==> config.mk <==
export PLATFORM = sky130hd
export DESIGN_NAME = i2s_tx_sequencer
export DESIGN_NICKNAME = d
export VERILOG_FILES = /design/src/rtl/i2s_pkg.sv /design/src/rtl/i2s_clk_gen.sv /design/src/rtl/i2s_tx_sequencer.sv
export SDC_FILE = /design/constraint.sdc
export NUM_CORES = 1
export LEC_CHECK = 0
export ABC_AREA = 1
export CORE_AREA = 3 3 146 106
export CTS_CLUSTER_DIAMETER = 50
export DETAILED_ROUTE_END_ITERATION = 12
export DIE_AREA = 0 0 149 109
export DONT_BUFFER_PORTS = 1
export GPL_ROUTABILITY_DRIVEN = 0
export PLACE_DENSITY = 0.51
export SYNTH_ARGS = -nofsm -noshare
export SYNTH_HDL_FRONTEND = slang
export SYNTH_SLANG_ARGS = --single-unit
==> constraint.sdc <==
create_clock -name i_clk -period 3.2 [get_ports i_clk]
set_input_delay 0.64 -clock i_clk [delete_from_list [all_inputs] [get_ports i_clk]]
set_output_delay 0.64 -clock i_clk [all_outputs]
set_load 0.1 [all_outputs]
==> src/rtl/i2s_pkg.sv <==
// rtl/i2s_pkg.sv - shared types and sizing helpers for the I2S transmit sequencer
package i2s_pkg;

    typedef enum logic {
        ST_IDLE = 1'b0,
        ST_RUN  = 1'b1
    } state_e;

    localparam int DATA_W_DEF     = 16;
    localparam int DIV_W_DEF      = 8;
    localparam int FRAME_BITS_DEF = 2 * DATA_W_DEF;

    function automatic int frame_len(input int data_w);
        return 2 * data_w;
    endfunction

    // Slot index must cover every bit position of a stereo frame.
    function automatic int slot_w(input int data_w);
        return $clog2(2 * data_w);
    endfunction

endpackage

==> src/rtl/i2s_clk_gen.sv <==
// rtl/i2s_clk_gen.sv - programmable bit-clock divider with SCK edge strobes
module i2s_clk_gen #(
    parameter int DIV_W = 8
) (
    input  logic             clk_i,
    input  logic             rst_i,
    input  logic             run_i,
    input  logic [DIV_W-1:0] div_i,
    output logic             sck_o,
    output logic             rise_o,
    output logic             fall_o
);

    logic [DIV_W-1:0] cnt_q, cnt_d;
    logic             sck_q, sck_d;
    logic             tc;

    // Strobes fire in the cycle whose closing edge toggles SCK, so the
    // sequencer can update WS/SD on exactly the same edge as the fall.
    always_comb begin
        tc    = run_i && (cnt_q == div_i);
        cnt_d = cnt_q;
        sck_d = sck_q;
        if (!run_i) begin
            cnt_d = '0;
            sck_d = 1'b0;
        end else if (tc) begin
            cnt_d = '0;
            sck_d = ~sck_q;
        end else begin
            cnt_d = cnt_q + 1'b1;
        end
    end

    always_ff @(posedge clk_i or posedge rst_i) begin
        if (rst_i) begin
            cnt_q <= '0;
            sck_q <= 1'b0;
        end else begin
            cnt_q <= cnt_d;
            sck_q <= sck_d;
        end
    end

    assign sck_o  = sck_q;
    assign rise_o = tc & ~sck_q;
    assign fall_o = tc & sck_q;

endmodule

==> src/rtl/i2s_tx_sequencer.sv <==
// rtl/i2s_tx_sequencer.sv - I2S transmit frame controller with one-entry sample buffer
module i2s_tx_sequencer
    import i2s_pkg::*;
#(
    parameter int DATA_W = DATA_W_DEF,
    parameter int DIV_W  = DIV_W_DEF
) (
    input  logic                  i_clk,
    input  logic                  i_rst,
    input  logic                  i_enable,
    input  logic [DIV_W-1:0]      i_clk_div,
    input  logic                  i_sample_valid,
    input  logic [2*DATA_W-1:0]   i_sample_data,
    output logic                  o_sample_ready,
    output logic                  o_sck,
    output logic                  o_ws,
    output logic                  o_sd,
    output logic                  o_busy,
    output logic                  o_underrun,
    input  logic                  i_underrun_clr
);

    localparam int FRAME_W = frame_len(DATA_W);
    localparam int SLOT_W  = slot_w(DATA_W);
    localparam logic [SLOT_W-1:0] SLOT_LAST = SLOT_W'(FRAME_W - 1);
    localparam logic [SLOT_W-1:0] WS_FIRST  = SLOT_W'(DATA_W - 1);
    localparam logic [SLOT_W-1:0] WS_LAST   = SLOT_W'(FRAME_W - 2);

    state_e               state_q, state_d;
    logic [FRAME_W-1:0]   buf_q, buf_d;
    logic                 buf_full_q, buf_full_d;
    logic [FRAME_W-1:0]   shift_q, shift_d;
    logic [SLOT_W-1:0]    slot_q, slot_d;
    logic [DIV_W-1:0]     div_q, div_d;
    logic                 underrun_q, underrun_d;
    logic                 accept;
    logic                 sck;
    logic                 sck_fall;
    logic                 sck_rise_unused;

    i2s_clk_gen #(.DIV_W(DIV_W)) u_clk_gen (
        .clk_i  (i_clk),
        .rst_i  (i_rst),
        .run_i  (state_q == ST_RUN),
        .div_i  (div_q),
        .sck_o  (sck),
        .rise_o (sck_rise_unused),
        .fall_o (sck_fall)
    );

    always_comb begin
        accept     = i_sample_valid && !buf_full_q;
        state_d    = state_q;
        buf_d      = buf_q;
        buf_full_d = buf_full_q;
        shift_d    = shift_q;
        slot_d     = slot_q;
        div_d      = div_q;
        underrun_d = i_underrun_clr ? 1'b0 : underrun_q;

        if (accept) begin
            buf_d      = i_sample_data;
            buf_full_d = 1'b1;
        end

        case (state_q)
            ST_IDLE: begin
                if (i_enable && buf_full_q) begin
                    state_d    = ST_RUN;
                    div_d      = i_clk_div;
                    shift_d    = buf_q;
                    buf_full_d = 1'b0;
                    slot_d     = '0;
                end
            end
            ST_RUN: begin
                if (sck_fall) begin
                    if (slot_q == SLOT_LAST) begin
                        // Frame boundary: stop, reload, or send silence on underrun.
                        slot_d = '0;
                        if (!i_enable) begin
                            state_d = ST_IDLE;
                            shift_d = '0;
                        end else if (buf_full_q) begin
                            shift_d    = buf_q;
                            buf_full_d = 1'b0;
                        end else begin
                            shift_d    = '0;
                            underrun_d = 1'b1;
                        end
                    end else begin
                        slot_d  = slot_q + 1'b1;
                        shift_d = {shift_q[FRAME_W-2:0], 1'b0};
                    end
                end
            end
        endcase
    end

    always_ff @(posedge i_clk or posedge i_rst) begin
        if (i_rst) begin
            state_q    <= ST_IDLE;
            buf_q      <= '0;
            buf_full_q <= 1'b0;
            shift_q    <= '0;
            slot_q     <= '0;
            div_q      <= '0;
            underrun_q <= 1'b0;
        end else begin
            state_q    <= state_d;
            buf_q      <= buf_d;
            buf_full_q <= buf_full_d;
            shift_q    <= shift_d;
            slot_q     <= slot_d;
            div_q      <= div_d;
            underrun_q <= underrun_d;
        end
    end

    assign o_busy         = (state_q == ST_RUN);
    assign o_sample_ready = !buf_full_q;
    assign o_sck          = sck;
    assign o_sd           = o_busy && shift_q[FRAME_W-1];
    assign o_ws           = o_busy && (slot_q >= WS_FIRST) && (slot_q <= WS_LAST);
    assign o_underrun     = underrun_q;

endmodule

==> impl_metrics.toml <==
[finish]
multi_input_area_sq_um = 1660
fillers = 1471
final_nets = 547
final_util_pct = 33.6
regArea_sq_um = 2230
n_antenna_cell = 0
drive_above_1_share_pct = 9.60
syn_to_final_growth_pct = 11.3

[clock_tree]
post-cts-setup-buffers = 0
cts_tree = "yes"
clock-sinks = 89
cts_resized = 0
numCtsBuffers = 9
ctsHtreeMaxLevel = 3
clockBufferDepth = 2
cts_root_buf = "clkbuf_16"
hold_buffers = 0
clk_pin_slew_ps = 60
clk_latency_ps = 330

[floorplan]
dieArea_sq_um = 16200
start_util_pct = 30.2
row_count = 36
fp.dieW_microns = 149
ioPinCount = 51
die-height_microns = 109
core_sq_um = 14000

[timing]
fmax_ghz = 0.376
skew_ps = 7.55
hold_viol = 0
final_max_slew_viol_count = 0
hold_ws_ps = 270
worst_pin_slew_ps = 1110
fin_tns_setup_ps = 0
slew-limit-headroom_pct = 25.6
fin_crit_sh_pct = 83.2
min_period_ps = 2660
setup_viol = 0
rsz0062_at_grt = "no"

[yosys]
synth.net_count = 552
yosysUniqueCellTypes = 26
ys_warn_count = 0
syn_area_sq_um = 4210
yosysSeqAreaShare_pct = 52.9
ys_ff_latch = 89
syn_inst = 502
syn_avg_cell_area_sq_um = 8.39

[setup_path]
cp_slowest_cell = "dfrtp_1"
path_class = "flop to output pin"
critPathCaptureType = "output pin"
cp-start-kind = "flop"
worstPathRequired_ps = 2560
cp_cell_sequence = "ha_1 -> nand2_1 -> nor2_1 -> ha_1 -> nor3_1 -> a311oi_4 -> buf_4"
cp_top_family = "flip-flops"
crit_buf_inv = 1
cpMostUsedCell = "ha_1"
crit_arrival_ps = 2020
rrSetupSlack_ps = 620
slowest_delay_ps = 450
path_max_fanout = 5

[place]
port_buffers = 0
dp.final_hpwl_microns = 6450

[route]
wl_met3_microns = 574
wl_microns = 9780
drt_iter0_drc = 237
dr.pass1.iters = 4
vias = 3245
drc_errors = 0
via_per_inst = 4.70
highest_layer = "met4"
wl_met2_microns = 4420
drt-met1-wl_microns = 4750
wl_per_cell_microns = 14.2
postRouteAntennaNets = 0

[global_routing]
grt_pass1_vias = 3237
grt_overflow = 0
grt_pass1_wl_microns = 16500
grt_max_degree = 40
track_usage_pct = 12.6
antenna_found_initial = 0

[power_and_ir_drop]
combPwrFrac_pct = 31.0
intPower_mw = 2.64
p_clk_share_pct = 22.8
swShare_pct = 35.6
vdd_drop_max_uv = 259
p_leak_nw = 2.37
pwr-share-seq_pct = 46.1
power.density_nw_per_um2 = 872
p_sw_mw = 1.46

[worst_hold_path]
hp-class = "primary input to async pin"

[outcome]
status = "complete, no violations"

[run]
cap_violations = 0
==> worst reg2reg max path, stage by stage, from the launching register on <==
cell and delay (ps):
dfrtp_1 450, ha_1 210, nand2_1 70, nor2_1 150, ha_1 280, nand2_1 100
nand2_1 400, inv_1 430, o21ai_0 280, nand2_1 80, nand2_1 80
==> cell usage after synthesis <==
master    instances  area (sq um)
a32o_1           12           120
inv_1            53           199
nand3_1          60           300
nand3_2           1          10.0
o21ai_0          22           110
nor3_1            5          25.0
o21ai_1           1          5.00
mux2_2           12           135
nand2_4           1          11.3
nor2_1           50           188
nand4_1           2          12.5
nor4_1            2          12.5
nor2_4            1          11.3
clkbuf_1         11          41.3
o21bai_1          1          7.51
nand2_1         122           458
inv_2             3          11.3
buf_2             9          45.0
ha_1              5          62.6
buf_1             5          18.8
xor2_1            1          8.76
dfrtp_1          89          2230
a31oi_1           1          6.26
buf_6             3          33.8
a311oi_1          1          8.76
a21oi_1          29           145
==> per-stage QoR <==
step	std cells	cell area (sq um)	total power, mW	setup WS [ps]
finish	690	4690	4.09	538
detailed placement	676	4440	3.19	641
CTS	690	4690	4.14	504
global route	690	4690	4.44	318
floorplan	502	4230	2.89	253
global placement	676	4440	3.14	814
==> flip-flops by register name (all words and copies together), names as in the netlist <==
register	flops
o_underrun	1
shift_q	32
buf_full_q	1
slot_q	5
u_clk_gen.cnt_q	8
o_busy	1
u_clk_gen.sck_o	1
div_q	8
buf_q	32
==> power groups by stage <==
stage,sequential [mW],combinational (mW),clock [mW]
final,1.89,1.27,0.935
after detailed placement,1.91,1.28,0
after CTS,1.89,1.29,0.960
after global placement,1.89,1.24,0
after floorplan,1.85,1.04,0
after global routing,1.96,1.46,1.01
==> placed cells by master (no fill, tap or decap), types with 2 or more instances in the layout <==
| cell type | netlist | routed |
|---|---|---|
| buf_4 | 0 | 11 |
| ha_1 | 5 | 5 |
| nor3_1 | 5 | 5 |
| inv_2 | 3 | 3 |
| dfrtp_1 | 89 | 88 |
| inv_1 | 53 | 52 |
| clkinv_2 | 0 | 4 |
| nor4_1 | 2 | 2 |
| a32o_1 | 12 | 12 |
| a21oi_1 | 29 | 29 |
| o21ai_0 | 22 | 22 |
| mux2_2 | 12 | 12 |
| nand2_2 | 0 | 2 |
| nand2_1 | 122 | 120 |
| nand3_1 | 60 | 60 |
| nand4_1 | 2 | 2 |
| clkbuf_16 | 0 | 9 |
| nor2_1 | 50 | 50 |
==> routing by layer <==
| layer | global-route usage (%) | vias to the layer above |
|---|---|---|
| met5 | 0 | - |
| met3 | 3.45 | 4 |
| li1 | - | 1611 |
| met2 | 19.7 | 78 |
| met1 | 17.6 | 1552 |
| met4 | 3.00 | 0 |
==> layout make-up <==
class                      instances  share of cell area (%)
multi-input combinational        329                    35.4
inverter                          56                    4.51
tap                              190                    5.07
clock buffer                      10                    4.88
clock inverter                     4                   0.480
sequential                        89                    47.5
timing repair buffer              12                    2.19
==> kinds of logic after synthesis <==
| family | Yosys count | synth area share (%) |
|---|---|---|
| simple gates | 244 | 24.4 |
| flops | 89 | 52.9 |
| buf+inv | 84 | 8.28 |
| compound gates | 67 | 9.56 |
| mux | 12 | 3.21 |
| fa+ha+maj | 5 | 1.48 |
| xor+xnor | 1 | 0.208 |
==> path summary, 6_finish.rpt <==
check,from,cells past startpoint,endpoint
worst max-delay path,slot_q[1],7,o_ws
worst min-delay path,i_rst,1,shift_q[0]
worst max register to register,slot_q[1],10,shift_q[6]
worst min register to register,shift_q[15],2,shift_q[15]
max in group asynchronous,i_rst,2,buf_full_q
min in group i_clk,i_sample_data[29],1,buf_q[29]
(Power assumes the default switching activity.)
